File: config.mk
export PLATFORM = sky130hd
export DESIGN_NAME = vram_arbiter
export DESIGN_NICKNAME = d
export VERILOG_FILES = /design/src/rtl/vram_pkg.sv /design/src/rtl/vram_wr_fifo.sv /design/src/rtl/vram_arbiter.sv
export SDC_FILE = /design/constraint.sdc
export NUM_CORES = 1
export LEC_CHECK = 0
export ABC_CLOCK_PERIOD_IN_PS = 1800
export BUFFER_PORTS_ARGS = -buffer_cell sky130_fd_sc_hd__buf_2
export CAP_MARGIN = 0
export CORE_MARGIN = 8
export CORE_UTILIZATION = 50
export DETAILED_ROUTE_END_ITERATION = 8
export HOLD_SLACK_MARGIN = 0.02
export PLACE_DENSITY = 0.83
export SETUP_SLACK_MARGIN = 0.05
export SLEW_MARGIN = 10
export SYNTH_ARGS = -nofsm -noshare
export SYNTH_HDL_FRONTEND = slang
export SYNTH_SLANG_ARGS = --single-unit
File: constraint.sdc
create_clock -name Clock -period 1.8 [get_ports Clock]
set_input_delay 0.36 -clock Clock [delete_from_list [all_inputs] [get_ports Clock]]
set_output_delay 0.36 -clock Clock [all_outputs]
set_load 0.02 [all_outputs]
File: src/rtl/vram_pkg.sv
// Shared types and default sizing for the video RAM arbiter.
package vram_pkg;

  localparam int DEF_ADDR_W     = 13;
  localparam int DEF_DATA_W     = 3;
  localparam int DEF_FIFO_DEPTH = 4;

  // Who owns the RAM port in a given cycle.
  typedef enum logic [1:0] {
    GNT_NONE = 2'd0,
    GNT_VGA  = 2'd1,
    GNT_CPU  = 2'd2
  } grant_t;

  // One buffered CPU pixel write, packed as {addr, data}.
  typedef struct packed {
    logic [DEF_ADDR_W-1:0] addr;
    logic [DEF_DATA_W-1:0] data;
  } wrEntry_t;

endpackage

File: src/rtl/vram_wr_fifo.sv
// Small synchronous FIFO buffering CPU pixel writes until the RAM is idle.
module vram_wr_fifo #(
  parameter int W     = 16,
  parameter int DEPTH = 4
) (
  input  logic                   Clock,
  input  logic                   Reset,
  input  logic                   iPush,
  input  logic [W-1:0]           iPushData,
  input  logic                   iPop,
  output logic [W-1:0]           oHead,
  output logic                   oFull,
  output logic                   oEmpty,
  output logic [$clog2(DEPTH):0] oCount
);

  localparam int PTR_W = $clog2(DEPTH);

  logic [W-1:0]     mem [DEPTH];
  logic [PTR_W-1:0] wrPtr;
  logic [PTR_W-1:0] rdPtr;
  logic             doPush;
  logic             doPop;

  assign oFull  = (oCount == ($clog2(DEPTH) + 1)'(DEPTH));
  assign oEmpty = (oCount == '0);
  assign doPush = iPush && !oFull;
  assign doPop  = iPop && !oEmpty;
  assign oHead  = mem[rdPtr];

  // Pointers wrap naturally because DEPTH is a power of two.
  always_ff @(posedge Clock or negedge Reset) begin
    if (!Reset) begin
      wrPtr  <= '0;
      rdPtr  <= '0;
      oCount <= '0;
    end else begin
      if (doPush) wrPtr <= wrPtr + 1'b1;
      if (doPop)  rdPtr <= rdPtr + 1'b1;
      case ({doPush, doPop})
        2'b10:   oCount <= oCount + 1'b1;
        2'b01:   oCount <= oCount - 1'b1;
        default: oCount <= oCount;
      endcase
    end
  end

  // Entry storage; contents are meaningless while the slot is not occupied.
  always_ff @(posedge Clock) begin
    if (doPush) mem[wrPtr] <= iPushData;
  end

endmodule

File: src/rtl/vram_arbiter.sv
// Single-port VRAM arbiter: VGA reads win, CPU writes are buffered and drained on idle cycles.
module vram_arbiter import vram_pkg::*; #(
  parameter int ADDR_W     = DEF_ADDR_W,
  parameter int DATA_W     = DEF_DATA_W,
  parameter int FIFO_DEPTH = DEF_FIFO_DEPTH
) (
  input  logic              Clock,
  input  logic              Reset,
  input  logic              iVgaReq,
  input  logic [ADDR_W-1:0] iVgaAddr,
  output logic              oVgaValid,
  output logic [DATA_W-1:0] oVgaData,
  input  logic              iCpuWrEn,
  input  logic [ADDR_W-1:0] iCpuAddr,
  input  logic [DATA_W-1:0] iCpuData,
  output logic              oCpuReady,
  output logic              oWrOverflow,
  output logic [ADDR_W-1:0] oRamAddr,
  output logic              oRamWrEn,
  output logic [DATA_W-1:0] oRamWrData,
  input  logic [DATA_W-1:0] iRamRdData
);

  localparam int ENTRY_W = ADDR_W + DATA_W;
  localparam int CNT_W   = $clog2(FIFO_DEPTH) + 1;

  grant_t             grant;
  logic               push;
  logic               pop;
  logic               fifoFull;
  logic               fifoEmpty;
  logic [CNT_W-1:0]   fifoCount;
  logic [ENTRY_W-1:0] head;
  logic               vgaVld_p0;
  logic               vgaVld_p1;

  // Readiness ignores a same-cycle pop so it depends only on registered state.
  assign oCpuReady = (fifoCount < CNT_W'(FIFO_DEPTH));
  assign push      = iCpuWrEn && oCpuReady;
  assign pop       = (grant == GNT_CPU);

  vram_wr_fifo #(
    .W     (ENTRY_W),
    .DEPTH (FIFO_DEPTH)
  ) uFifo (
    .Clock     (Clock),
    .Reset     (Reset),
    .iPush     (push),
    .iPushData ({iCpuAddr, iCpuData}),
    .iPop      (pop),
    .oHead     (head),
    .oFull     (fifoFull),
    .oEmpty    (fifoEmpty),
    .oCount    (fifoCount)
  );

  // Fixed priority: VGA first, then any pending CPU write.
  always_comb begin
    grant = GNT_NONE;
    if (iVgaReq)         grant = GNT_VGA;
    else if (!fifoEmpty) grant = GNT_CPU;
  end

  // Stage 0: registered RAM command for the granted requester.
  always_ff @(posedge Clock or negedge Reset) begin
    if (!Reset) begin
      oRamAddr   <= '0;
      oRamWrEn   <= 1'b0;
      oRamWrData <= '0;
    end else begin
      case (grant)
        GNT_VGA: begin
          oRamAddr <= iVgaAddr;
          oRamWrEn <= 1'b0;
        end
        GNT_CPU: begin
          oRamAddr   <= head[ENTRY_W-1:DATA_W];
          oRamWrData <= head[DATA_W-1:0];
          oRamWrEn   <= 1'b1;
        end
        default: oRamWrEn <= 1'b0;
      endcase
    end
  end

  // Stages 1-2: read-valid shift register; RAM data is captured as it leaves stage 1.
  always_ff @(posedge Clock or negedge Reset) begin
    if (!Reset) begin
      vgaVld_p0 <= 1'b0;
      vgaVld_p1 <= 1'b0;
      oVgaValid <= 1'b0;
      oVgaData  <= '0;
    end else begin
      vgaVld_p0 <= (grant == GNT_VGA);
      vgaVld_p1 <= vgaVld_p0;
      oVgaValid <= vgaVld_p1;
      if (vgaVld_p1) oVgaData <= iRamRdData;
    end
  end

  // Sticky record of any write that found the FIFO full.
  always_ff @(posedge Clock or negedge Reset) begin
    if (!Reset)                     oWrOverflow <= 1'b0;
    else if (iCpuWrEn && fifoFull)  oWrOverflow <= 1'b1;
  end

endmodule

==> flow_metrics.tcl <==
set metrics [dict create \
    ir_drop_mv 0.444 \
    hold_buffers 0 \
    grt_start_max_net_pins 32 \
    hpwlAfterDp_um 4520 \
    cts_tree "built" \
    synth_cell_type_count 31 \
    io_pins 59 \
    htreeDepth 3 \
    route.detailed.drc 0 \
    crit_start "uFifo.oCount[0]" \
    layout.nets 319 \
    clock_latency_ps 350 \
    end_kind "flop" \
    grt_pass1_vias 2032 \
    ys_seq_elements 95 \
    first_iter_violations 85 \
    finClkSkew_ps 3.86 \
    worstSetupStartpointType "flop" \
    dieArea_mm2 0.0105 \
    syn2layout_area_growth_pct 19.0 \
    cp.arrival_ps 1980 \
    cts_root_buf "clkbuf_8" \
    crit_chain "nor3_2 -> or2_4 -> clkinv_4 -> ha_4 -> inv_2 -> fa_2 -> xor2_1 -> nor2_1 -> xnor2_1" \
    crit_required_ps 2070 \
    cts_buffer_depth 2 \
    min_period_over_period_pct 95.3 \
    slowest_delay_ps 380 \
    worstPathMaxFanout 2 \
    rsz0062_at_grt "true" \
    drt-total-wl_um 6330 \
    max_freq_mhz 583 \
    core-area_mm2 0.00721 \
    syn_area_mm2 0.00372 \
    r2r_start "uFifo.oCount[0]" \
    finalMaxSlewViolations 0 \
    viasPerCell 5.02 \
    antenna_found_initial 1 \
    cp_slowest_cell "dfrtp_1" \
    antenna_left 0 \
    grt_pass1_wl_um 10200 \
    port-buffer-count 58 \
    cp_top_family "adder cells" \
    grt.overflow.total 0 \
    finalSetupViolations 0 \
    path_buf_inv 2 \
    status "finished clean" \
    ys_warn_count 0 \
    tightest_slew_ps 664 \
    antennaDiodeCount 0 \
    cts.reportedPaths.clkPinSlew_ps 80 \
    fp.dieW_um 102 \
    min_period_ps 1720 \
    seqCellArea_mm2 0.00270 \
    grt_use_total_pct 13.2 \
    fp.dieH_um 102 \
    placed_cells 362 \
    hold_viol_final 0 \
    p_leak_uw 0.00173 \
    place_congestion 0.733 \
    hp-class "input port to asynchronous set/reset pin" \
    drive_gt1_share_pct 40.4 \
    fin_util_pct 61.3 \
    wire_per_inst_um 16.6 \
    power_density_mw_per_mm2 1430 \
    synth-seq-area-share_pct 72.5 \
    dr.pass1.iters 4 \
    cts_buffers 9 \
    initial_core_util_pct 51.5 \
    vias 1914 \
    layoutNonFillerInstCount 381 \
    drv_cap 0 \
    syn-instance-count 202 \
    syn-num-nets 244 \
    multi_input_area_um2 876 \
    slew_headroom_pct 55.7 \
    crit_type "flop to flop" \
    avgSynthCellArea_um2 18.4 \
    rows 31 \
    cts_sinks 95 \
    holdWs_ps 35.6 \
    n_fill_cell 541 \
]
-- registers in the layout (all words and copies together), names as in the netlist --
signal / count
uFifo.mem: 64
oRamAddr: 13
oRamWrData: 3
oVgaData: 3
uFifo.oCount: 3
uFifo.rdPtr: 2
uFifo.wrPtr: 2
oRamWrEn: 1
oVgaValid: 1
oWrOverflow: 1
vgaVld_p0: 1
vgaVld_p1: 1
-- layout by cell type (no fill, tap or decap) --
master / synthesis / layout
mux2_4: 3 / 3
inv_1: 13 / 12
nand2_1: 1 / 1
buf_4: 3 / 13
dfrtp_1: 31 / 31
mux4_2: 11 / 11
a22oi_1: 13 / 13
inv_2: 0 / 1
nor4_2: 1 / 1
mux4_1: 5 / 5
buf_12: 0 / 4
edfxtp_1: 64 / 64
nor3b_1: 1 / 1
xor2_1: 2 / 2
inv_6: 0 / 1
nor2b_2: 0 / 1
buf_2: 1 / 58
mux2_2: 3 / 3
clkinv_4: 0 / 3
mux2i_1: 1 / 1
a41o_1: 1 / 1
ha_1: 5 / 4
nor2_1: 1 / 1
clkinvlp_4: 0 / 2
or2_4: 0 / 1
clkinv_1: 8 / 10
ha_4: 0 / 1
and2_1: 4 / 4
xnor2_1: 4 / 4
o21ai_0: 6 / 6
nor3_2: 1 / 1
fa_2: 0 / 1
clkbuf_8: 0 / 9
o21ai_1: 8 / 8
-- through the flow --
step	setup WS (ps)	power (uW)	cell area, um^2	setup TNS, ps
after floorplan	-41.3	4520	3750	-41.3
after global placement	37.4	5100	4230	0
after detailed placement	-54.0	5180	4230	-54.0
after CTS	56.2	6400	4420	0
after global routing	4.17	6710	4430	0
final	84.7	6340	4430	0
-- layout make-up --
type | count | share of cell area [%]
clock inverter | 7 | 1.10
sequential | 95 | 61.0
tap | 99 | 2.80
multi-input combinational | 74 | 19.8
clock buffer | 9 | 2.80
timing repair buffer | 75 | 10.6
inverter | 22 | 1.98
-- synthesized netlist by cell type --
cell	instances	area share, %
mux2_2	3	0.91
buf_6	2	0.61
inv_4	1	0.17
mux2_4	3	1.2
xor2_1	2	0.47
and2_1	4	0.67
nor2b_1	1	0.17
buf_2	1	0.13
nor3_2	1	0.27
buf_8	1	0.40
o21ai_1	8	1.1
mux4_2	11	6.7
nor2_1	1	0.10
clkbuf_1	4	0.40
nand2_1	1	0.10
nor3b_1	1	0.20
mux2i_1	1	0.27
o21ai_0	6	0.81
dfrtp_1	31	21
a22oi_1	13	2.6
ha_1	5	1.7
a41o_1	1	0.27
inv_1	13	1.3
fa_1	1	0.54
buf_4	3	0.61
nor4_2	1	0.34
clkinv_1	8	0.81
xnor2_1	4	0.94
mux4_1	5	3.5
edfxtp_1	64	52
or2_1	1	0.17
-- layer usage --
layer | vias to the layer above | global-route usage [%] | wire (um)
li1 | 911 | - | -
met1 | 936 | 16.0 | 2650
met2 | 52 | 20.2 | 3030
met3 | 13 | 3.95 | 480
met4 | 2 | 8.58 | 151
met5 | - | 0 | 13
-- worst paths after layout --
check | endpoint | slack (ps) | cells after the start
max in group asynchronous | oRamAddr[11] | 1340 | 1
worst max-delay path | uFifo.oCount[2] | 80 | 9
worst min register to register | vgaVld_p1 | 360 | 0
worst min-delay path | oRamWrData[0] | 40 | 1
worst max register to register | uFifo.oCount[2] | 80 | 9
min in group Clock | uFifo.mem[3][7] | 220 | 1
-- power by group --
group | switching [uW] | total, uW | internal [uW]
clock network | 696 | 1200 | 501
logic | 1130 | 2150 | 1020
registers | 191 | 2990 | 2800
-- logic make-up (layout without fill, tap and decap cells) --
family / count (synthesis) / count (layout) / synth area share (%)
compound gates: 28 / 28 / 4.78
fa+ha+maj: 6 / 6 / 2.22
flops: 95 / 95 / 72.5
mux: 23 / 23 / 12.6
simple gates: 11 / 11 / 2.02
xor+xnor: 6 / 6 / 1.41
buf+inv: 33 / 113 / 4.44
-- repair_timing --
action,4_1_cts,5_1_grt
pin swaps,5,0
resized for setup,1,2
setup endpoints to repair,2,2
gates cloned,0,0
setup buffers,3,0
(Power assumes the default switching activity.)
